[src/rtl/wb_arbiter_if.sv]
`default_nettype none
// ============================================================================
//  Module      : wb_arbiter_if
//  Description : Bundle of the writeback arbiter's producer, issue and
//                register-file write signals. The arbiter takes the slave
//                view; the pipeline around it takes the master view.
//  Revision    : 1.0 - initial release
// ============================================================================
interface wb_arbiter_if #(
  parameter int XLEN = 64
);
  // single-cycle ALU result (always taken)
  logic            alu_valid;
  logic [4:0]      alu_rd;
  logic [XLEN-1:0] alu_data;
  // load unit result
  logic            ld_valid;
  logic            ld_ready;
  logic [4:0]      ld_rd;
  logic [XLEN-1:0] ld_data;
  // mul/div unit result
  logic            md_valid;
  logic            md_ready;
  logic [4:0]      md_rd;
  logic [XLEN-1:0] md_data;
  // issue-stage destination reservation
  logic            iss_valid;
  logic [4:0]      iss_rd;
  // register file write port and status
  logic            reg_write;
  logic [4:0]      write_register;
  logic [XLEN-1:0] write_data;
  logic [31:0]     busy;
  logic            fifo_full;

  modport slave (
    input  alu_valid, alu_rd, alu_data,
    input  ld_valid, ld_rd, ld_data,
    output ld_ready,
    input  md_valid, md_rd, md_data,
    output md_ready,
    input  iss_valid, iss_rd,
    output reg_write, write_register, write_data, busy, fifo_full
  );

  modport master (
    output alu_valid, alu_rd, alu_data,
    output ld_valid, ld_rd, ld_data,
    input  ld_ready,
    output md_valid, md_rd, md_data,
    input  md_ready,
    output iss_valid, iss_rd,
    input  reg_write, write_register, write_data, busy, fifo_full
  );
endinterface
`default_nettype wire

[src/rtl/wb_arbiter.sv]
`default_nettype none
// ============================================================================
//  Module      : wb_arbiter
//  Description : Writeback arbiter and scoreboard. The ALU result is always
//                written the next cycle; load and mul/div results are
//                round-robin accepted into a shared FIFO and drained when the
//                ALU is idle. A 32-bit busy vector tracks pending writes.
//  Revision    : 1.0 - initial release
// ============================================================================
module wb_arbiter #(
  parameter int XLEN  = 64,
  parameter int DEPTH = 4
) (
  input  logic         clk,
  input  logic         reset,
  wb_arbiter_if.slave  bus
);

  localparam int              c_PTR_W = $clog2(DEPTH);
  localparam logic [c_PTR_W:0] c_FULL = (c_PTR_W + 1)'(DEPTH);

  // FIFO storage and bookkeeping
  logic [4:0]        r_fifo_rd   [DEPTH];
  logic [XLEN-1:0]   r_fifo_data [DEPTH];
  logic [c_PTR_W-1:0] r_wr_ptr;
  logic [c_PTR_W-1:0] r_rd_ptr;
  logic [c_PTR_W:0]   r_count;

  // round-robin pointer: 1 = load wins a tie
  logic r_favour_ld;

  // registered write port and scoreboard
  logic            r_reg_write;
  logic [4:0]      r_write_register;
  logic [XLEN-1:0] r_write_data;
  logic [31:0]     r_busy;

  // combinational helpers
  logic            w_full;
  logic            w_empty;
  logic            w_grant_ld;
  logic            w_grant_md;
  logic            w_ld_ready;
  logic            w_md_ready;
  logic            w_push;
  logic [4:0]      w_push_rd;
  logic [XLEN-1:0] w_push_data;
  logic            w_pop;
  logic            w_out_valid;
  logic [4:0]      w_out_rd;
  logic [XLEN-1:0] w_out_data;
  logic            w_wr_en;
  logic [31:0]     w_busy_next;

  assign w_full  = (r_count == c_FULL);
  assign w_empty = (r_count == '0);

  // Accept side: a lone valid is granted, a tie goes to the RR favourite.
  // A full FIFO refuses everything even if it pops this cycle, so ready never
  // depends on the drain decision (and therefore never on alu_valid).
  always_comb begin
    w_grant_ld  = 1'b0;
    w_grant_md  = 1'b0;
    if (bus.ld_valid && bus.md_valid) begin
      w_grant_ld = r_favour_ld;
      w_grant_md = ~r_favour_ld;
    end else begin
      w_grant_ld = bus.ld_valid;
      w_grant_md = bus.md_valid;
    end
    w_ld_ready  = ~w_full & w_grant_ld;
    w_md_ready  = ~w_full & w_grant_md;
    w_push      = w_ld_ready | w_md_ready;
    w_push_rd   = w_ld_ready ? bus.ld_rd   : bus.md_rd;
    w_push_data = w_ld_ready ? bus.ld_data : bus.md_data;
  end

  // Drain side: ALU has absolute priority, otherwise pop the FIFO head.
  // The pop reads the pre-push head, so a pushed entry is never bypassed.
  always_comb begin
    w_pop       = 1'b0;
    w_out_valid = 1'b0;
    w_out_rd    = '0;
    w_out_data  = '0;
    if (bus.alu_valid) begin
      w_out_valid = 1'b1;
      w_out_rd    = bus.alu_rd;
      w_out_data  = bus.alu_data;
    end else if (!w_empty) begin
      w_pop       = 1'b1;
      w_out_valid = 1'b1;
      w_out_rd    = r_fifo_rd[r_rd_ptr];
      w_out_data  = r_fifo_data[r_rd_ptr];
    end
    // x0 results are consumed but never written
    w_wr_en = w_out_valid & (w_out_rd != 5'd0);
  end

  // Scoreboard next value: clear on write, then set on issue so set wins.
  always_comb begin
    w_busy_next = r_busy;
    if (w_wr_en) begin
      w_busy_next[w_out_rd] = 1'b0;
    end
    if (bus.iss_valid && (bus.iss_rd != 5'd0)) begin
      w_busy_next[bus.iss_rd] = 1'b1;
    end
    w_busy_next[0] = 1'b0;
  end

  // FIFO payload write; contents need no reset because count gates reads.
  always_ff @(posedge clk) begin
    if (w_push) begin
      r_fifo_rd[r_wr_ptr]   <= w_push_rd;
      r_fifo_data[r_wr_ptr] <= w_push_data;
    end
  end

  // FIFO pointers, occupancy and round-robin favourite.
  always_ff @(posedge clk) begin
    if (reset) begin
      r_wr_ptr    <= '0;
      r_rd_ptr    <= '0;
      r_count     <= '0;
      r_favour_ld <= 1'b1;
    end else begin
      if (w_push) begin
        r_wr_ptr    <= r_wr_ptr + 1'b1;
        r_favour_ld <= w_md_ready;
      end
      if (w_pop) begin
        r_rd_ptr <= r_rd_ptr + 1'b1;
      end
      case ({w_push, w_pop})
        2'b10:   r_count <= r_count + 1'b1;
        2'b01:   r_count <= r_count - 1'b1;
        default: r_count <= r_count;
      endcase
    end
  end

  // Registered register-file write port; address/data hold when not writing.
  always_ff @(posedge clk) begin
    if (reset) begin
      r_reg_write      <= 1'b0;
      r_write_register <= '0;
      r_write_data     <= '0;
    end else begin
      r_reg_write <= w_wr_en;
      if (w_wr_en) begin
        r_write_register <= w_out_rd;
        r_write_data     <= w_out_data;
      end
    end
  end

  // Busy vector register.
  always_ff @(posedge clk) begin
    if (reset) begin
      r_busy <= '0;
    end else begin
      r_busy <= w_busy_next;
    end
  end

  assign bus.ld_ready       = w_ld_ready;
  assign bus.md_ready       = w_md_ready;
  assign bus.reg_write      = r_reg_write;
  assign bus.write_register = r_write_register;
  assign bus.write_data     = r_write_data;
  assign bus.busy           = r_busy;
  assign bus.fifo_full      = w_full;

endmodule
`default_nettype wire
[src/flat_wrapper.sv]
// flat-port wrapper written by rule: the top's interface ports become plain ports
module wb_arbiter_flat 
#(
  parameter int XLEN  = 64,
  parameter int DEPTH = 4
)
  (clk, reset, bus_alu_valid, bus_alu_rd, bus_alu_data, bus_ld_valid, bus_ld_rd, bus_ld_data, bus_ld_ready, bus_md_valid, bus_md_rd, bus_md_data, bus_md_ready, bus_iss_valid, bus_iss_rd, bus_reg_write, bus_write_register, bus_write_data, bus_busy, bus_fifo_full);
  wb_arbiter_if #(.XLEN(XLEN)) bus_i ();
  input  logic clk;
  input  logic reset;
  input wire logic [$bits(bus_i.alu_valid)-1:0] bus_alu_valid;
  input wire logic [$bits(bus_i.alu_rd)-1:0] bus_alu_rd;
  input wire logic [$bits(bus_i.alu_data)-1:0] bus_alu_data;
  input wire logic [$bits(bus_i.ld_valid)-1:0] bus_ld_valid;
  input wire logic [$bits(bus_i.ld_rd)-1:0] bus_ld_rd;
  input wire logic [$bits(bus_i.ld_data)-1:0] bus_ld_data;
  output wire logic [$bits(bus_i.ld_ready)-1:0] bus_ld_ready;
  input wire logic [$bits(bus_i.md_valid)-1:0] bus_md_valid;
  input wire logic [$bits(bus_i.md_rd)-1:0] bus_md_rd;
  input wire logic [$bits(bus_i.md_data)-1:0] bus_md_data;
  output wire logic [$bits(bus_i.md_ready)-1:0] bus_md_ready;
  input wire logic [$bits(bus_i.iss_valid)-1:0] bus_iss_valid;
  input wire logic [$bits(bus_i.iss_rd)-1:0] bus_iss_rd;
  output wire logic [$bits(bus_i.reg_write)-1:0] bus_reg_write;
  output wire logic [$bits(bus_i.write_register)-1:0] bus_write_register;
  output wire logic [$bits(bus_i.write_data)-1:0] bus_write_data;
  output wire logic [$bits(bus_i.busy)-1:0] bus_busy;
  output wire logic [$bits(bus_i.fifo_full)-1:0] bus_fifo_full;
  assign bus_i.alu_valid = bus_alu_valid;
  assign bus_i.alu_rd = bus_alu_rd;
  assign bus_i.alu_data = bus_alu_data;
  assign bus_i.ld_valid = bus_ld_valid;
  assign bus_i.ld_rd = bus_ld_rd;
  assign bus_i.ld_data = bus_ld_data;
  assign bus_ld_ready = bus_i.ld_ready;
  assign bus_i.md_valid = bus_md_valid;
  assign bus_i.md_rd = bus_md_rd;
  assign bus_i.md_data = bus_md_data;
  assign bus_md_ready = bus_i.md_ready;
  assign bus_i.iss_valid = bus_iss_valid;
  assign bus_i.iss_rd = bus_iss_rd;
  assign bus_reg_write = bus_i.reg_write;
  assign bus_write_register = bus_i.write_register;
  assign bus_write_data = bus_i.write_data;
  assign bus_busy = bus_i.busy;
  assign bus_fifo_full = bus_i.fifo_full;
  wb_arbiter #(.XLEN(XLEN), .DEPTH(DEPTH)) u_core (.clk(clk), .reset(reset), .bus(bus_i));
endmodule
[config.mk]
export PLATFORM = sky130hd
export DESIGN_NAME = wb_arbiter_flat
export DESIGN_NICKNAME = d
export VERILOG_FILES = /design/src/rtl/wb_arbiter_if.sv /design/src/rtl/wb_arbiter.sv /design/src/flat_wrapper.sv
export SDC_FILE = /design/constraint.sdc
export NUM_CORES = 1
export LEC_CHECK = 0
export CORE_ASPECT_RATIO = 0.8
export CORE_MARGIN = 2
export CORE_UTILIZATION = 52
export DETAILED_ROUTE_END_ITERATION = 10
export GPL_TIMING_DRIVEN = 1
export PLACE_DENSITY = 0.81
export SLEW_MARGIN = 15
export SYNTH_ARGS = -nofsm -noshare
export SYNTH_HDL_FRONTEND = slang
export SYNTH_SLANG_ARGS = --single-unit
[constraint.sdc]
create_clock -name clk -period 4.15 [get_ports clk]
set_clock_uncertainty 0.05 [all_clocks]
set_input_delay 1.245 -clock clk [delete_from_list [all_inputs] [get_ports clk]]
set_output_delay 1.245 -clock clk [all_outputs]
set_load 0.01 [all_outputs]
After elaboration in Yosys (flattened, before gate mapping)
Memories as Yosys holds them, arrays and structs flattened. A register that Yosys moved wholly into a read port is not among the register bits.
Cells that the tools add are included.
{"block": "totals", "input_bits": 218, "output_inout_bits": 105, "mem_bits_rw": 276, "mem_count": 2, "register_bits": 110, "word_cells": 63}
{"block": "classes", "n_bitwise": 9, "n_eq_ne": 3, "n_lt_le_gt_ge": 4, "mux": 24, "add_sub_neg": 4, "reduce_logical": 8}
{"memory": "u_core.r_fifo_data", "words": 4, "width": 64, "read_ports": 1, "rd_clocked_by_memory_dff": 1, "wr": 1, "line_no": "wb_arbiter.sv:24", "text": "logic [XLEN-1:0] r_fifo_data [DEPTH];"}
{"memory": "u_core.r_fifo_rd", "words": 4, "width": 5, "read_ports": 1, "rd_clocked_by_memory_dff": 1, "wr": 1, "line_no": "wb_arbiter.sv:23", "text": "logic [4:0] r_fifo_rd [DEPTH];"}
{"op": "64-bit two-way mux", "count": 3}
{"op": "32-bit two-way mux", "count": 2}
{"op": "32-bit AND", "count": 1}
{"op": "32-bit NOT", "count": 1}
{"op": "32-bit OR", "count": 1}
{"op": "5-bit two-way mux", "count": 3}
{"op": "5-bit by 6-bit less-than comparator with 1-bit output, second input constant", "count": 2}
{"op": "1-bit demux with 5-bit select", "count": 2}
{"op": "5-bit by 1-bit greater-or-equal comparator with 1-bit output, second input constant", "count": 2}
{"op": "5-bit nonzero test", "count": 2}
{"op": "1-bit two-way mux", "count": 9}
{"op": "2-bit two-way mux", "count": 4}
{"op": "3-bit case mux with 2 select lines", "count": 1}
{"op": "2-bit by 1-bit adder with 2-bit output, second input constant", "count": 2}
{"op": "1-bit logical AND", "count": 4}
{"op": "3-bit by 1-bit adder with 3-bit output, second input constant", "count": 1}
{"op": "1-bit AND", "count": 3}
{"op": "3-bit equality test, second input constant", "count": 1}
{"op": "3-bit zero test", "count": 1}
{"op": "3-bit by 1-bit subtractor with 3-bit output, second input constant", "count": 1}
{"op": "2-bit by 1-bit equality test with 1-bit output, second input constant", "count": 1}
{"op": "2-bit equality test, second input constant", "count": 1}
{"op": "1-bit NOT", "count": 2}
{"op": "2-bit nonzero test", "count": 1}
{"op": "1-bit OR", "count": 1}

Logic depth before layout (Yosys ltp)
Gate-level depths: netlist of the first run.
{"block": "logic_depth", "word_depth": 12, "ltp_mapped": 10, "mapped_depth_nobuf": 10}

Worst setup path after synthesis of the first run
Ideal clock, no wire load.
{"block": "synth_timing", "kind": "input port to flip-flop", "startpoint": "in bus_md_valid", "endpoint": "mem u_core.r_fifo_data[0][0] (enable)", "setup_ns": 0.435, "setup_slack_ns": 0.538, "stages": 2, "arrival_time_ns": 3.127, "t_required_ns": 3.665, "path_buffers": 0, "cell_sequence": "o21a_1 -> and2_1"}
{"block": "synth_between", "elab_chain_cells": 6, "word_cells_on_any_way": 8, "cone_classes": "mux (4); bitwise (3); reduce/logical (1)"}
{"element": "from (decl)", "line_no": "flat_wrapper.sv:18", "text": "input wire logic [$bits(bus_i.md_valid)-1:0] bus_md_valid;"}
{"element": "1-bit logical AND", "line_no": "wb_arbiter.sv:64", "text": "if (bus.ld_valid && bus.md_valid) begin"}
{"element": "1-bit two-way mux", "line_no": "wb_arbiter.sv:64"}
{"element": "1-bit AND, on equally long branches", "line_no": "wb_arbiter.sv:71, wb_arbiter.sv:72"}
{"element": "1-bit OR *", "line_no": "wb_arbiter.sv:73", "text": "w_push = w_ld_ready | w_md_ready;"}
{"element": "1-bit two-way mux *", "line_no": "wb_arbiter.sv:113", "text": "if (w_push) begin"}
{"element": "1-bit two-way mux (not written as such) *", "line_no": "wb_arbiter.sv:115", "text": "r_fifo_data[r_wr_ptr] <= w_push_data;"}
{"element": "to (decl)", "line_no": "wb_arbiter.sv:24"}
Mark *: on every way between the ends. The rest lies on a longest branch, timed or not.

Worst setup path in the final report of the first run
{"block": "layout_timing", "startpoint": "in bus_md_valid", "endpoint": "out bus_ld_ready"}
{"block": "layout_between", "elab_chain_cells": 3}
{"element": "1-bit logical AND", "line_no": "wb_arbiter.sv:64"}
{"element": "1-bit two-way mux", "line_no": "wb_arbiter.sv:64"}
{"element": "1-bit AND", "line_no": "wb_arbiter.sv:71", "text": "w_ld_ready = ~w_full & w_grant_ld;"}
{"element": "to (decl)", "line_no": "flat_wrapper.sv:17", "text": "output wire logic [$bits(bus_i.ld_ready)-1:0] bus_ld_ready;"}
No other way between the ends.

==> results of run 1 <==
power groups by stage:
stage,clock [W],combinational (W),sequential [W]
after floorplan,0,0.00213,0.00543
after global placement,0,0.00339,0.00540
after detailed placement,0,0.00342,0.00543
after CTS,0.00345,0.00345,0.00536
after global routing,0.00361,0.00367,0.00543
final,0.00338,0.00341,0.00536
sequential cells by signal, indices dropped and copies added (netlist names), named ones only:
name and count:
u_core.r_favour_ld 1, u_core.r_fifo_data 256, u_core.r_fifo_rd 20, u_core.r_count 3, u_core.r_wr_ptr 2, u_core.bus.write_data 64, u_core.r_rd_ptr 2, u_core.bus.reg_write 1
u_core.bus.busy 31, u_core.bus.write_register 5
through the flow:
stage          cells  utilization (%)
6_report        1762             68.9
5_1_grt         1759             68.9
4_1_cts         1759             68.9
3_5_place_dp    1688             64.8
3_3_place_gp    1688             64.8
2_1_floorplan   1005                -
critical path: cells and delay by family:
| kind | cells | cell delay [ns] |
|---|---|---|
| buffers and inverters | 3 | 1.03 |
| AND/OR/NAND/NOR | 2 | 0.27 |
cell families after synthesis:
family / count (synthesis) / share of synthesized area (%)
xor gates and xnor gates: 5 / 0.274
muxes: 139 / 14.6
other: 1 / 0.0234
DFF: 387 / 65.7
buffers and inverters: 81 / 2.40
AOI/OAI and AO/OA: 208 / 11.6
adders and majority gates: 6 / 0.516
and+or+nand+nor: 178 / 4.83
cell usage after synthesis, types with 3 or more instances:
| master | n |
|---|---|
| a211oi_2 | 64 |
| a21oi_1 | 31 |
| a22oi_1 | 64 |
| a311oi_1 | 24 |
| a31o_2 | 3 |
| a31oi_1 | 3 |
| a32o_1 | 3 |
| and2_1 | 9 |
| buf_1 | 4 |
| buf_2 | 13 |
| buf_6 | 8 |
| clkbuf_1 | 45 |
| dfxtp_1 | 111 |
| edfxtp_1 | 276 |
| ha_1 | 5 |
| inv_1 | 10 |
| mux2_2 | 69 |
| mux4_2 | 69 |
| nand2_1 | 46 |
| nand2b_1 | 6 |
| nand3_1 | 7 |
| nor2_1 | 89 |
| nor2b_1 | 6 |
| nor3_1 | 3 |
| nor3b_1 | 3 |
| o21ai_0 | 3 |
| xor2_1 | 3 |
final cells by class:
type	count	share of cell area [%]
clock buffer	57	5.28
multi-input combinational	537	24.6
sequential	387	50.3
timing repair buffer	341	16.5
antenna	3	0.0359
tap	413	2.47
clock inverter	14	0.635
inverter	10	0.180
path summary, 6_finish.rpt:
check / startpoint / end / slack [ns] / depth (start not counted)
setup / recovery: bus_md_valid / bus_ld_ready / 0.30 / 5
hold reg to reg: u_core.bus.write_register[1] / u_core.bus.write_register[1] / 0.43 / 2
setup reg to reg: flop / u_core.bus.write_data[35] / 1.51 / 6
hold / removal: u_core.bus.write_register[1] / u_core.bus.write_register[1] / 0.43 / 2
cell usage in the layout (no fill, tap or decap), types with 3 or more instances in the layout:
master | Yosys | layout
a31oi_1 | 3 | 3
nor3b_1 | 3 | 3
a311oi_1 | 24 | 24
a22oi_1 | 64 | 64
mux2_2 | 69 | 69
a211oi_2 | 64 | 64
inv_1 | 10 | 10
nand2b_1 | 6 | 6
a32o_1 | 3 | 3
nand2_1 | 46 | 46
edfxtp_1 | 276 | 276
clkdlybuf4s50_1 | 0 | 319
nand3_1 | 7 | 6
o21ai_0 | 3 | 3
a31o_2 | 3 | 3
clkinv_1 | 0 | 5
nor3_1 | 3 | 3
clkinv_2 | 0 | 5
and2_1 | 9 | 5
diode_2 | 0 | 3
clkbuf_16 | 0 | 39
mux4_2 | 69 | 69
and2_4 | 0 | 4
ha_1 | 5 | 5
nor2_1 | 89 | 88
clkbuf_1 | 45 | 12
a21oi_1 | 31 | 31
dfxtp_1 | 111 | 109
buf_12 | 0 | 7
buf_4 | 1 | 15
clkbuf_8 | 0 | 6
xor2_1 | 3 | 3
nor2b_1 | 6 | 6
routing by layer:
layer	track usage (%)	up-vias
li1	-	4628
met1	31.5	5100
met2	41.0	378
met3	6.70	60
met4	5.39	4
met5	0	-
==> run_results.csv, run 1 <==
group,metric,value,unit
logic_synthesis,synthTopCellsByArea,"edfxtp_1 52%, dfxtp_1 14%, mux4_2 9.7%",
clocking,postCtsSetupBuffers,0,
global_route,grt_use_total,24.3,%
pwr,combPwrFrac,28.1,%
placement,place.gp.congestion,0.875,
placement,io_buffers,321,
placement,placed_area,19600,µm²
logic_synthesis,synthArstFlopShare,0,%
logic_synthesis,synth_seq_cells,387,
drt,routed-wl-met2,19100,µm
logic_synthesis,syn_area,16000,µm²
drt,drc_errors,0,
drt,wl_met3,3460,µm
logic_synthesis,synth_nets,1229,
timing,setup_tns,0,ns
pwr,pwr-share-clk,27.8,%
finish,fin_nets,1540,
finish,drive_gt1_share,21.6,%
setup_path,worstPathCellList,"clkdlybuf4s50_1 -> nand2b_1 -> nand3_4 -> inv_1 -> clkdlybuf4s50_1",
pwr,p_per_area,582,nW/µm²
drt,drtIter0Drc,897,
placement,hpwl,25600,µm
clocking,cts.sinks,387,
timing,rsz0062_at_grt,"no",
pwr,p_seq_share,44.1,%
timing,layout_min_cycle_time,3.85,ns
floorplanning,die_x,200,µm
timing,timing.hold.ws,0.429,ns
floorplanning,ios,323,
worst_hold_path,hp-class,"flop to flop",
logic_synthesis,synth_cell_type_count,50,
pwr,p_total,0.0122,W
finish,fillers,2016,
drt,via_per_inst,5.77,
floorplanning,fp-row-count,57,
timing,finalHoldViolations,0,
placement,dp_worst_setup_slack,0.304,ns
timing,setup_ws,0.298,ns
finish,multi_input_area,5130,µm²
logic_synthesis,synth_top_cell_by_area,"edfxtp_1",
timing,max_freq,260,MHz
pwr,power.internal,0.00868,W
global_route,grt_max_degree,75,
setup_path,crit_path_max_incr_delay,0.52,ns
global_route,antenna_found_initial,5,
drt,top_layer_used,"met5",
setup_path,crit_fanout,3,
clocking,path_clk_slew,0.06,ns
finish,areaGrowthSynthToFinish,30.6,%
clocking,htreeDepth,2,
setup_path,critical_path_class,"input pin to output port",
clocking,cts_buffer_depth,3,
timing,drv_slew,0,
logic_synthesis,syn_inst,1005,
global_route,grt_pass1_vias,10534,
global_route,grt_pass1_wl,59500,µm
timing,worstMarginPinSlew,0.936,ns
setup_path,required,2.85,ns
drt,wl_met1,15600,µm
finish,stdcell_area,20900,µm²
logic_synthesis,syn_area_per_cell,15.9,µm²
clocking,worstSkewPairLatency,0.52,ns
clocking,root_buffer,"clkbuf_16",
outcome,status,"finished, final reports clean",
floorplanning,core_area,30300,µm²
timing,finalCritPeriodShare,92.8,%
clocking,cts_hold_buffers,0,
floorplanning,start_util,52.8,%
setup_path,endpoint_kind,"output port",
pwr,vdd_ir_drop_max,0.351,mV
pwr,leakage,6.90,nW
clocking,cts_resized,0,
floorplanning,die_h,161,µm
logic_synthesis,yosysWarnings,0,
setup_path,crit_slowest_cell,"clkdlybuf4s50_1",
floorplanning,dieArea,32200,µm²
setup_path,path_common_cell,"clkdlybuf4s50_1",
logic_synthesis,synth_edf_count,276,
logic_synthesis,synth-seq-area-share,65.7,%
drt,drtAntennaViolNets,0,
drt,num_vias,10170,
pwr,p_sw_share,28.6,%
pwr,p_sw,0.00348,W
logic_synthesis,yosys.area.top_type_share,51.8,%
timing,slew_headroom,37.5,%
timing,final-setup-viol-count,0,
setup_path,worst-endpoint-arrival,2.56,ns
finish,seqCellArea,10500,µm²
logic_synthesis,synth-main-ff-cell,"edfxtp_1",
drt,wl_per_cell,22.1,µm
clocking,cts_tree,"done",
setup_path,startpoint_type,"input pin",
drt,wl,38900,µm
global_route,globalRouteOverflowTotal,0,
flow_run,cap_violations,0,
clocking,cts_buffers,39,
drt,firstDrtPassIters,5,
Power figures use the tool's default switching activity.
==> run 2, diff against run 1 <==
ABC_AREA = 1   (was default)
CORE_UTILIZATION = 53   (was 52)
PLACE_DENSITY = 0.82   (was 0.81)
clock period = 4.6 ns   (was 4.15 ns; I/O delays follow)
==> run_results.csv, run 2 <==
group,metric,value,unit
outcome,status,"finished, final reports clean",
setup_path,crit_slowest_cell,"clkdlybuf4s50_1",
clocking,postCtsSetupBuffers,0,
finish,areaGrowthSynthToFinish,29.8,%
finish,drive_gt1_share,5.63,%
logic_synthesis,synth_edf_count,276,
setup_path,crit_fanout,2,
clocking,cts_tree,"done",
pwr,vdd_ir_drop_max,0.322,mV
floorplanning,start_util,53.5,%
clocking,cts_buffer_depth,3,
finish,layout_common_cells,"445 x nand2_1, 320 x clkdlybuf4s50_1, 276 x edfxtp_1, 271 x nor2_1, 150 x o21ai_0",
global_route,grt_use_total,26.7,%
drt,num_vias,12929,
clocking,cts_resized,0,
drt,drc_errors,0,
logic_synthesis,synthArstFlopShare,0,%
global_route,grt_pass1_vias,12515,
timing,drv_slew,0,
drt,wl_per_cell,18.3,µm
placement,io_buffers,321,
drt,wl,43300,µm
setup_path,critical_path_class,"input pin to output port",
floorplanning,dieArea,31900,µm²
finish,largest_reg_flops,256,
global_route,globalRouteOverflowTotal,0,
logic_synthesis,syn_area,16100,µm²
floorplanning,ios,323,
flow_run,cap_violations,0,
timing,max_freq,227,MHz
placement,placed_area,19700,µm²
timing,setup_tns,0,ns
pwr,p_total,0.0110,W
timing,slew_headroom,26.9,%
finish,diodes,0,
timing,rsz0062_at_grt,"no",
logic_synthesis,synth_seq_cells,387,
clocking,root_buffer,"clkbuf_16",
clocking,htreeDepth,2,
floorplanning,fp-row-count,57,
global_route,grt_pass1_wl,65900,µm
finish,stdcell_area,21000,µm²
placement,hpwl,27100,µm
logic_synthesis,syn_inst,1642,
timing,layout_min_cycle_time,4.41,ns
worst_hold_path,hp-class,"flop to flop",
setup_path,endpoint_kind,"output port",
setup_path,crit_path_max_incr_delay,0.61,ns
setup_path,required,3.17,ns
logic_synthesis,synth_nets,1866,
clocking,path_clk_slew,0.06,ns
timing,worstMarginPinSlew,1.10,ns
finish,fin_nets,2149,
timing,finalHoldViolations,0,
clocking,worstSkewPairLatency,0.52,ns
setup_path,startpoint_type,"input pin",
logic_synthesis,synth-seq-area-share,65.1,%
drt,via_per_inst,5.46,
floorplanning,die_x,199,µm
logic_synthesis,synth-main-ff-cell,"edfxtp_1",
logic_synthesis,synth_top_cell_by_area,"edfxtp_1",
drt,drtIter0Drc,1216,
drt,firstDrtPassIters,5,
pwr,leakage,8.20,nW
global_route,antenna_found_initial,1,
logic_synthesis,synth.top_cells.by_count,"446 x nand2_1, 276 x edfxtp_1, 275 x nor2_1",
floorplanning,die_h,160,µm
clocking,cts_buffers,38,
logic_synthesis,synthTopCellsByArea,"edfxtp_1 51%, dfxtp_1 14%, nand2_1 10%",
logic_synthesis,yosysWarnings,0,
global_route,grt_max_degree,107,
logic_synthesis,synth_cell_type_count,30,
timing,finalCritPeriodShare,95.8,%
clocking,cts.sinks,387,
finish,top_register,"u_core.r_fifo_data",
setup_path,path_common_cell,"clkdlybuf4s50_1",
floorplanning,core_area,30200,µm²
placement,place.gp.congestion,0.872,
clocking,cts_hold_buffers,0,
drt,drtAntennaViolNets,0,
setup_path,worstPathCellList,"clkdlybuf4s50_1 -> inv_1 -> o21ai_0 -> nand2_4 -> inv_2 -> clkdlybuf4s50_1",
pwr,p_per_area,525,nW/µm²
timing,final-setup-viol-count,0,
logic_synthesis,yosys.area.top_type_share,51.4,%
logic_synthesis,syn_area_per_cell,9.83,µm²
finish,final_common_cell,"nand2_1",
setup_path,worst-endpoint-arrival,2.98,ns
logic_synthesis,yosysMostFrequentCell,"nand2_1",
-- run 2: cell types whose count changed after synthesis, sizes merged, moves of 26 or more --
cell,change
nor2,+196
mux4,-69
nand3,+26
a211oi,-64
mux2,-69
o22ai,+63
nand2,+406
inv,+38
clkbuf,+31
o21ai,+146
-- run 2: path summary, 6_finish.rpt --
kind	to	depth (start not counted)	slack, ns	start
worst max-delay path	bus_ld_ready	6	0.19	bus_ld_valid
worst max register to register	u_core.bus.write_data[22]	13	1.74	flop
worst min-delay path	u_core.r_favour_ld	2	0.41	u_core.r_favour_ld
worst min register to register	u_core.r_favour_ld	2	0.41	u_core.r_favour_ld
-- run 2: cell families (layout without fill, tap and decap cells) --
logic type / count (synthesis) / count (layout) / share of synthesized area, %
buffers and inverters: 151 / 464 / 4.07
AND/OR/NAND/NOR: 775 / 775 / 18.8
adder cells (fa/ha/maj): 6 / 6 / 0.512
AO/OA/AOI/OAI: 322 / 322 / 11.5
flip-flops: 387 / 387 / 65.1
other: 1 / 1 / 0.0232
-- run 2: where the power goes --
group	switching (W)	internal, W	leakage, nW
Clock	0.00127	0.00181	0.613
Sequential	0.000228	0.00458	3.48
Combinational	0.00199	0.00112	4.10
Total	0.00350	0.00751	8.20
-- run 2: stage by stage --
| step | cells | utilization, % | hold WS [ns] | worst slack, ns |
|---|---|---|---|---|
| 2_1_floorplan | 1642 | - | 0.379 | -0.773 |
| 3_3_place_gp | 2298 | 65.3 | 0.389 | 0.144 |
| 3_5_place_dp | 2298 | 65.3 | 0.400 | 0.176 |
| 4_1_cts | 2368 | 69.5 | 0.413 | 0.160 |
| 5_1_grt | 2368 | 69.5 | 0.434 | 0.100 |
| 6_report | 2368 | 69.5 | 0.411 | 0.194 |
-- run 2: layout make-up --
type / count / area, µm²
sequential: 387 / 10500
fill: 2230 / 9220
multi-input combinational: 1104 / 5020
timing repair buffer: 346 / 3470
clock buffer: 50 / 1070
tap: 413 / 517
inverter: 48 / 184
clock inverter: 20 / 169
-- run 2: routing by layer --
layer / track usage, % / part of all wire [%]
met5: 0 / 0
met4: 9.70 / 2.9
met3: 4.63 / 8.5
met2: 43.3 / 48
met1: 36.2 / 41
-- run 2: worst max-delay path: cells and delay by family --
kind,cells,cell delay (ns)
compound gates,1,0.28
buf+inv,4,1.20
simple gates,1,0.11
